==> config.mk <==
export PLATFORM = sky130hd
export DESIGN_NAME = cache_fill_server_flat
export DESIGN_NICKNAME = d
export VERILOG_FILES = /design/src/rtl/cache_pkg.sv /design/src/rtl/cache_fill_server_if.sv /design/src/rtl/fill_line_buffer.sv /design/src/rtl/cache_fill_server.sv /design/src/flat_wrapper.sv
export SDC_FILE = /design/constraint.sdc
export NUM_CORES = 1
export LEC_CHECK = 0
export CELL_PAD_IN_SITES_DETAIL_PLACEMENT = 2
export CELL_PAD_IN_SITES_GLOBAL_PLACEMENT = 2
export CORE_MARGIN = 3
export CORE_UTILIZATION = 30
export DETAILED_ROUTE_END_ITERATION = 16
export PLACE_DENSITY_LB_ADDON = 0.1
export SLEW_MARGIN = 5
export SYNTH_ARGS = -nofsm -noshare
export SYNTH_HDL_FRONTEND = slang
export SYNTH_HIERARCHICAL = 1
export SYNTH_SLANG_ARGS = --single-unit
==> constraint.sdc <==
create_clock -name clk -period 5.2 [get_ports clk]
set_input_delay 0.52 -clock clk [delete_from_list [all_inputs] [get_ports clk]]
set_output_delay 0.52 -clock clk [all_outputs]
set_load 0.05 [all_outputs]
==> src/rtl/cache_pkg.sv <==
// Shared definitions for the cache line-fill server: FSM encoding,
// burst geometry and the critical-word-first index helper.
package cache_pkg;

   // Words per cacheline; the counters and buffer are sized for exactly 4.
   localparam int BURST_WORDS = 4;

   // Width of one memory / cache data word.
   localparam int WORD_W = 16;

   // Fill sequencer states.
   typedef enum logic [1:0] {
      IDLE    = 2'd0,
      ISSUE   = 2'd1,
      COLLECT = 2'd2,
      STREAM  = 2'd3
   } state_t;

   // Buffer slot delivered in stream cycle k when the critical word is crit.
   // The 2-bit sum wraps modulo 4, giving the critical-word-first order.
   function automatic logic [1:0] stream_idx(input logic [1:0] crit,
                                             input logic [1:0] k);
      return crit + k;
   endfunction

endpackage

==> src/rtl/cache_fill_server_if.sv <==
// Cache-side and memory-side signals of the line-fill server.
// Handshakes:
//   cache_req is held high by the cache until it sees the one-cycle
//   cache_fill strobe; cache_data then carries 4 words on consecutive
//   cycles starting with the fill strobe cycle.
//   mem_req is held (with mem_addr stable) until mem_ack is high on a rising
//   edge; afterwards each mem_valid cycle transfers one mem_data word,
//   ascending order, arbitrary spacing.
// The server side uses modport slave, the cache/memory environment master.
interface cache_fill_server_if #(
   parameter int ADDR_W = 25
);
   logic              cache_req;
   logic [ADDR_W-1:0] cache_addr;
   logic              cache_fill;
   logic [15:0]       cache_data;
   logic              mem_req;
   logic [ADDR_W-1:0] mem_addr;
   logic              mem_ack;
   logic              mem_valid;
   logic [15:0]       mem_data;

   modport slave (
      input  cache_req, cache_addr, mem_ack, mem_valid, mem_data,
      output cache_fill, cache_data, mem_req, mem_addr
   );

   modport master (
      output cache_req, cache_addr, mem_ack, mem_valid, mem_data,
      input  cache_fill, cache_data, mem_req, mem_addr
   );

endinterface

==> src/rtl/fill_line_buffer.sv <==
// 4 x 16-bit line buffer: one synchronous write port filled in arrival
// order, one asynchronous read port used while streaming. Contents are
// never reset; every slot is rewritten before it is read in a fill.
module fill_line_buffer
   import cache_pkg::*;
(
   input  logic              clk,
   input  logic              we_i,
   input  logic [1:0]        wr_idx_i,
   input  logic [WORD_W-1:0] wr_data_i,
   input  logic [1:0]        rd_idx_i,
   output logic [WORD_W-1:0] rd_data_o
);

   logic [WORD_W-1:0] mem_q [BURST_WORDS];

   // Capture one memory word into the slot selected by the write counter.
   always_ff @(posedge clk) begin
      if (we_i) begin
         mem_q[wr_idx_i] <= wr_data_i;
      end
   end

   assign rd_data_o = mem_q[rd_idx_i];

endmodule

==> src/rtl/cache_fill_server.sv <==
// Cache line-fill server: takes a miss request, fetches the aligned 4-word
// line from memory, then streams it back critical word first.
// Flow: IDLE -> ISSUE (mem_req held until mem_ack) -> COLLECT (4 words
// into the line buffer) -> STREAM (4 cycles, cache_fill on the first).
module cache_fill_server
   import cache_pkg::*;
#(
   parameter int ADDR_W = 25,
   parameter int BURST  = BURST_WORDS
) (
   input  logic        clk,
   input  logic        reset,
   cache_fill_server_if.slave fill_if,
   output logic        busy,
   output state_t      dbg_state
);

   // Last index of the 2-bit word counters.
   localparam logic [1:0] LAST_IDX = 2'(BURST - 1);

   state_t            state_q, state_d;
   logic [ADDR_W-1:0] addr_q, addr_d;
   logic [1:0]        wcnt_q, wcnt_d;
   logic [1:0]        kcnt_q, kcnt_d;
   logic [15:0]       data_hold_q, data_hold_d;
   logic              buf_we;
   logic [1:0]        rd_idx;
   logic [15:0]       rd_data;

   fill_line_buffer u_buf (
      .clk       (clk),
      .we_i      (buf_we),
      .wr_idx_i  (wcnt_q),
      .wr_data_i (fill_if.mem_data),
      .rd_idx_i  (rd_idx),
      .rd_data_o (rd_data)
   );

   // State, latched address, counters and the cache_data hold register.
   always_ff @(posedge clk or posedge reset) begin
      if (reset) begin
         state_q     <= IDLE;
         addr_q      <= '0;
         wcnt_q      <= '0;
         kcnt_q      <= '0;
         data_hold_q <= '0;
      end else begin
         state_q     <= state_d;
         addr_q      <= addr_d;
         wcnt_q      <= wcnt_d;
         kcnt_q      <= kcnt_d;
         data_hold_q <= data_hold_d;
      end
   end

   // Next-state logic; requests, acks and data are only honoured in the
   // state that expects them, everything else is dropped.
   always_comb begin
      state_d = state_q;
      addr_d  = addr_q;
      wcnt_d  = wcnt_q;
      kcnt_d  = kcnt_q;
      buf_we  = 1'b0;
      case (state_q)
         IDLE: begin
            if (fill_if.cache_req) begin
               addr_d  = fill_if.cache_addr;
               state_d = ISSUE;
            end
         end
         ISSUE: begin
            if (fill_if.mem_ack) begin
               wcnt_d  = '0;
               state_d = COLLECT;
            end
         end
         COLLECT: begin
            if (fill_if.mem_valid) begin
               buf_we = 1'b1;
               wcnt_d = wcnt_q + 2'd1;
               if (wcnt_q == LAST_IDX) begin
                  kcnt_d  = '0;
                  state_d = STREAM;
               end
            end
         end
         STREAM: begin
            kcnt_d = kcnt_q + 2'd1;
            if (kcnt_q == LAST_IDX) begin
               state_d = IDLE;
            end
         end
         default: begin
            state_d = IDLE;
         end
      endcase
   end

   // Read side: critical-word-first slot, and the last streamed word is
   // retained so cache_data holds steady between fills.
   always_comb begin
      rd_idx      = stream_idx(addr_q[1:0], kcnt_q);
      data_hold_d = (state_q == STREAM) ? rd_data : data_hold_q;
   end

   assign fill_if.mem_req    = (state_q == ISSUE);
   assign fill_if.mem_addr   = {addr_q[ADDR_W-1:2], 2'b00};
   assign fill_if.cache_fill = (state_q == STREAM) && (kcnt_q == 2'd0);
   assign fill_if.cache_data = (state_q == STREAM) ? rd_data : data_hold_q;
   assign busy               = (state_q != IDLE);
   assign dbg_state          = state_q;

endmodule

==> src/flat_wrapper.sv <==
// flat-port wrapper written by rule: the top's interface ports become plain ports
module cache_fill_server_flat import cache_pkg::*;
#(
   parameter int ADDR_W = 25,
   parameter int BURST  = BURST_WORDS
)
  (clk, reset, busy, dbg_state, fill_if_cache_req, fill_if_cache_addr, fill_if_mem_ack, fill_if_mem_valid, fill_if_mem_data, fill_if_cache_fill, fill_if_cache_data, fill_if_mem_req, fill_if_mem_addr);
  cache_fill_server_if #(.ADDR_W(ADDR_W)) fill_if_i ();
  input  logic clk;
  input  logic reset;
  output logic busy;
  output state_t dbg_state;
  input wire logic [$bits(fill_if_i.cache_req)-1:0] fill_if_cache_req;
  input wire logic [$bits(fill_if_i.cache_addr)-1:0] fill_if_cache_addr;
  input wire logic [$bits(fill_if_i.mem_ack)-1:0] fill_if_mem_ack;
  input wire logic [$bits(fill_if_i.mem_valid)-1:0] fill_if_mem_valid;
  input wire logic [$bits(fill_if_i.mem_data)-1:0] fill_if_mem_data;
  output wire logic [$bits(fill_if_i.cache_fill)-1:0] fill_if_cache_fill;
  output wire logic [$bits(fill_if_i.cache_data)-1:0] fill_if_cache_data;
  output wire logic [$bits(fill_if_i.mem_req)-1:0] fill_if_mem_req;
  output wire logic [$bits(fill_if_i.mem_addr)-1:0] fill_if_mem_addr;
  assign fill_if_i.cache_req = fill_if_cache_req;
  assign fill_if_i.cache_addr = fill_if_cache_addr;
  assign fill_if_i.mem_ack = fill_if_mem_ack;
  assign fill_if_i.mem_valid = fill_if_mem_valid;
  assign fill_if_i.mem_data = fill_if_mem_data;
  assign fill_if_cache_fill = fill_if_i.cache_fill;
  assign fill_if_cache_data = fill_if_i.cache_data;
  assign fill_if_mem_req = fill_if_i.mem_req;
  assign fill_if_mem_addr = fill_if_i.mem_addr;
  cache_fill_server #(.ADDR_W(ADDR_W), .BURST(BURST)) u_core (.clk(clk), .reset(reset), .fill_if(fill_if_i), .busy(busy), .dbg_state(dbg_state));
endmodule
Word-level counts from Yosys, hierarchy flattened --
Memory sizes are Yosys's and may differ from the RTL's. Cells that the tools add are included.
Cells by class: add/sub/neg operators 3, eq/ne operators 10, multiplexer cells 17, reduce and logical (&&, ||, !) cells 10
Operators by type and width (number):
- 2-to-1 mux 2 bit | 9
- 2-to-1 mux 16 bit | 1
- equality test 2 bit (second input constant) | 4
- one-hot mux 2 bit (2 select lines) | 2
- one-hot mux 2 bit (4 select lines) | 1
- inequality test 2 bit (second input constant) | 3
- AND reduction 3 bit | 2
- nonzero test 2 bit | 3
- AND reduction 5 bit | 1
- adder 2 x 1 -> 2 bit (second input constant) | 2
- logical NOT 2 bit | 2
- 2-to-1 mux 1 bit | 4
- inequality test 2 x 1 -> 1 bit (second input constant) | 2
- adder 2 bit | 1
- equality test 2 x 1 -> 1 bit (second input constant) | 1
- AND reduction 2 bit | 1
- logical AND 1 bit | 1
Word-level totals: flip-flop bits (word level) 47, memory bits (writable) 64, bits of input ports 46, word-level logic and storage cells 46, memories kept 1
Memories:
- u_core.u_buf.mem_q | depth 4, width 16, read ports 1, clocked after memory_dff 0, write ports 1, line fill_line_buffer.sv:15 | logic [WORD_W-1:0] mem_q [BURST_WORDS];

Depth between registers and ports, before layout --
depth in word-level cells 4, mapped depth 7

By module --
The synthesis kept the hierarchy.
By module, submodules not included:
- fill_line_buffer | times used 1, cells an instance 88, area an instance 2377.3 µm²
- cache_fill_server | times used 1, cells an instance 161, area an instance 2258.4 µm²

Least setup slack after synthesis --
Ideal clock, no wire load.
kind register to register, start reg u_core.state_q[1] (netlist: u_core/dbg_state[1]), end mem u_core.u_buf.mem_q[0][0], enable pin, arrival time 2497 ps, required time 4787 ps, path slack 2290 ps, cell stages (with the launch flop) 4, path buffers 0, clock period less this slack 2910 ps, cell sequence dfrtp_1 > ha_1 > and2_1 > nor3b_1
Between the ends: word-level cells in the longest chain between the ends 4
RTL lines:
- from (decl) | line cache_fill_server.sv:21 | state_t state_q, state_d;
- from (signal assigned) | line cache_fill_server.sv:48 | state_q <= state_d;
- equality test 2 bit | line cache_fill_server.sv:64 | case (state_q)
- 2-to-1 mux 1 bit | line cache_fill_server.sv:64
- via u_core.buf_we | line cache_fill_server.sv:26 | logic buf_we;
- 2-to-1 mux 1 bit | line fill_line_buffer.sv:19 | if (we_i) begin
- 2-to-1 mux 1 bit (not written as such) | line fill_line_buffer.sv:20 | mem_q[wr_idx_i] <= wr_data_i;
- to (decl) | line fill_line_buffer.sv:15
The timed path passes the listed nets, and every way through them passes these cells.

Worst setup path in the final report --
start reg u_core.kcnt_q[0], end out fill_if_cache_data[1]
Between the ends: word-level cells in the longest chain between the ends 3
RTL lines:
- from (decl) | line cache_fill_server.sv:24 | logic [1:0] kcnt_q, kcnt_d;
- from (signal assigned) | line cache_fill_server.sv:51 | kcnt_q <= kcnt_d;
- adder 2 bit | line cache_pkg.sv:23 | return crit + k;
- via u_core.rd_idx[0] | line cache_fill_server.sv:27 | logic [1:0] rd_idx;
- memory (4 x 16 bit)
- via u_core.rd_data[1] | line cache_fill_server.sv:28 | logic [15:0] rd_data;
- 2-to-1 mux 16 bit
- to (decl) | line flat_wrapper.sv:19 | output wire logic [$bits(fill_if_i.cache_data)-1:0] fill_if_cache_data;
The timed path passes the listed nets, and every way through them passes these cells.

==> metrics.yaml <==
synth:
  synth_compound_area_share_pct: 1.21
  synthCells: 249
  synth_edf_count: 64
  ys_seq_area_share_pct: 66.8
  synth_area_sq_mm: 0.00464
  avgSynthCellArea_sq_um: 18.6
  synth-simple-area-share_pct: 2.32
  muxShareOfSynthArea_pct: 20.8
  synth_top_family_by_area: "multiplexers"
  synthAdderAreaFrac_pct: 2.16
  async_flop_share_pct: 42.3
  synth_flop_cell: "edfxtp_1"
  ys_types: 34
  synth_xor_area_share_pct: 0.378
  yosys_warnings: 6
  synth_seq_cells: 111
timing:
  period_share_pct: 75.6
  slew_headroom_pct: 32.8
  timing.fmax_ghz: 0.254
  worstMarginPinSlew_ns: 1.01
  drv_slew: 0
  finClkSkew_ns: 0.0105
  fin_hold_ws_ns: 0.382
  setup_viol: 0
  tns_ns: 0
  grt_setup_unrepaired: "no"
  period_needed_ns: 3.93
  finalHoldViolCount: 0
outcome:
  outcome: "finished, final reports clean"
layout:
  nets: 375
  final_common_cell: "clkdlybuf4s50_1"
  final_cell_mix: "clkdlybuf4s50_1, edfxtp_1, dfrtp_1"
  diodes: 0
  drive_gt1_share_pct: 24.2
  syn_to_final_growth_pct: 26.0
critical_path:
  crit_fanout: 16
  arrival_ns: 3.41
  reg2regPathDepth: 3
  path_class: "flop to primary output"
  r2r-start: "u_core/kcnt_q[0]"
  crit_required_ns: 4.68
  critPathLaunchType: "flop"
  end_kind: "primary output"
  rrSetupSlack_ns: 2.73
  worstReg2RegEnd: "u_core/data_hold_q[15]"
route:
  wl_per_cell_microns: 18.8
  initialDrtViolationCount: 61
  ant_nets: 0
  drc: 0
  via_count: 2335
  wirelength_microns: 9570
  drtPass1Iterations: 4
  vias_per_cell: 4.58
place:
  gp_congestion: 0.679
  dp.final_hpwl_microns: 6200
  port-buffer-count: 89
clock_tree:
  cts_sinks: 111
  clock_latency_ns: 0.35
  h-tree-depth: 3
  cts_tree: "yes"
  cts_hold_buf: 0
  postCtsSetupRepairBufs: 0
  cts.path.max_buffers: 2
  cts_made_buffers: 9
  clockRootBuffer: "clkbuf_16"
  cts_resized: 0
  clkTransAtPathRegs_ns: 0.07
grt:
  track_usage_pct: 12.0
  grt_max_degree: 42
  grt_pass1_vias: 2610
  antenna_found_initial: 0
  grt-ovfl-total: 0
  grt_first_pass_wirelength_microns: 14800
floorplanning:
  die_y_microns: 130
  io_pins: 92
  core_area_sq_mm: 0.0148
  dieArea_sq_mm: 0.0170
  rows: 44
  initial_core_util_pct: 31.3
  die-width_microns: 130
worst_hold_path:
  hold_class: "input port to async pin"
flow_run:
  max-cap-violations: 0
==> worst max-delay path: stages (launching register included) <==
cell	delay, ns
dfrtp_1	0.42
ha_1	0.97
mux4_1	0.66
mux2_2	0.29
clkdlybuf4s50_1	0.73
==> cell type report <==
cell class	instances	area, sq um
timing repair buffer	93	921
inverter	7	26.3
tap	184	230
clock buffer	12	246
fill	1426	8970
sequential	111	3100
clock inverter	4	55.1
multi-input combinational	99	1270
==> logic make-up after synthesis <==
logic type | count (synthesis)
flip-flops | 111
AO/OA/AOI/OAI | 8
other | 1
adder cells (fa/ha/maj) | 8
buffers and inverters | 40
multiplexers | 61
AND/OR/NAND/NOR | 18
XOR/XNOR | 2
==> state kept, by name, indices dropped and copies added (netlist names) <==
signal              flops
u_core/addr_q          25
u_core/data_hold_q     16
u_core/dbg_state        2
u_core/kcnt_q           2
u_core/u_buf/mem_q     64
u_core/wcnt_q           2
==> cell usage after synthesis (all sizes together) (2+ instances only) <==
cell type	number	area share, %
dfrtp	47	25
mux2	42	12
ha	8	2.2
mux4	16	8.3
inv	7	0.57
o21ai	3	0.40
and3b	2	0.38
and2	2	0.27
edfxtp	64	41
xnor2	2	0.38
buf	33	5.6
nand3	2	0.22
nand2	6	0.54
mux2i	3	0.65
==> layer usage <==
metal	GRT usage [%]	part of all wire, %	up-vias
met5	0	0	-
met4	3.30	0.91	0
met3	4.54	6.6	6
met2	19.6	47	79
met1	14.9	45	1205
li1	-	-	1045
==> worst max-delay path by stage <==
stage / to / slack, ns / startpoint / depth (start not counted)
after CTS: fill_if_cache_data[15] / 1.14 / u_core/kcnt_q[0] / 4
after global routing: fill_if_cache_data[15] / 1.02 / u_core/kcnt_q[0] / 4
after global placement: fill_if_cache_data[15] / 1.57 / u_core/kcnt_q[0] / 4
after floorplan: u_core/u_buf/mem_q[0][0] / 2.29 / u_core/dbg_state[1] / 3
final: fill_if_cache_data[1] / 1.27 / u_core/kcnt_q[0] / 4
after detailed placement: fill_if_cache_data[1] / 1.55 / u_core/kcnt_q[0] / 4
==> per-stage QoR <==
stage	util [%]	area, sq um	setup WS (ns)	instances
floorplan	-	4640	2.29	250
global placement	37.4	5540	1.57	494
detailed placement	37.4	5540	1.55	494
CTS	39.5	5840	1.14	510
global route	39.5	5840	1.02	510
finish	39.5	5840	1.27	510
Power is left out: the tool's default activity adds up to more than one toggle a clock period on the data nets, which glitch-free logic cannot reach.
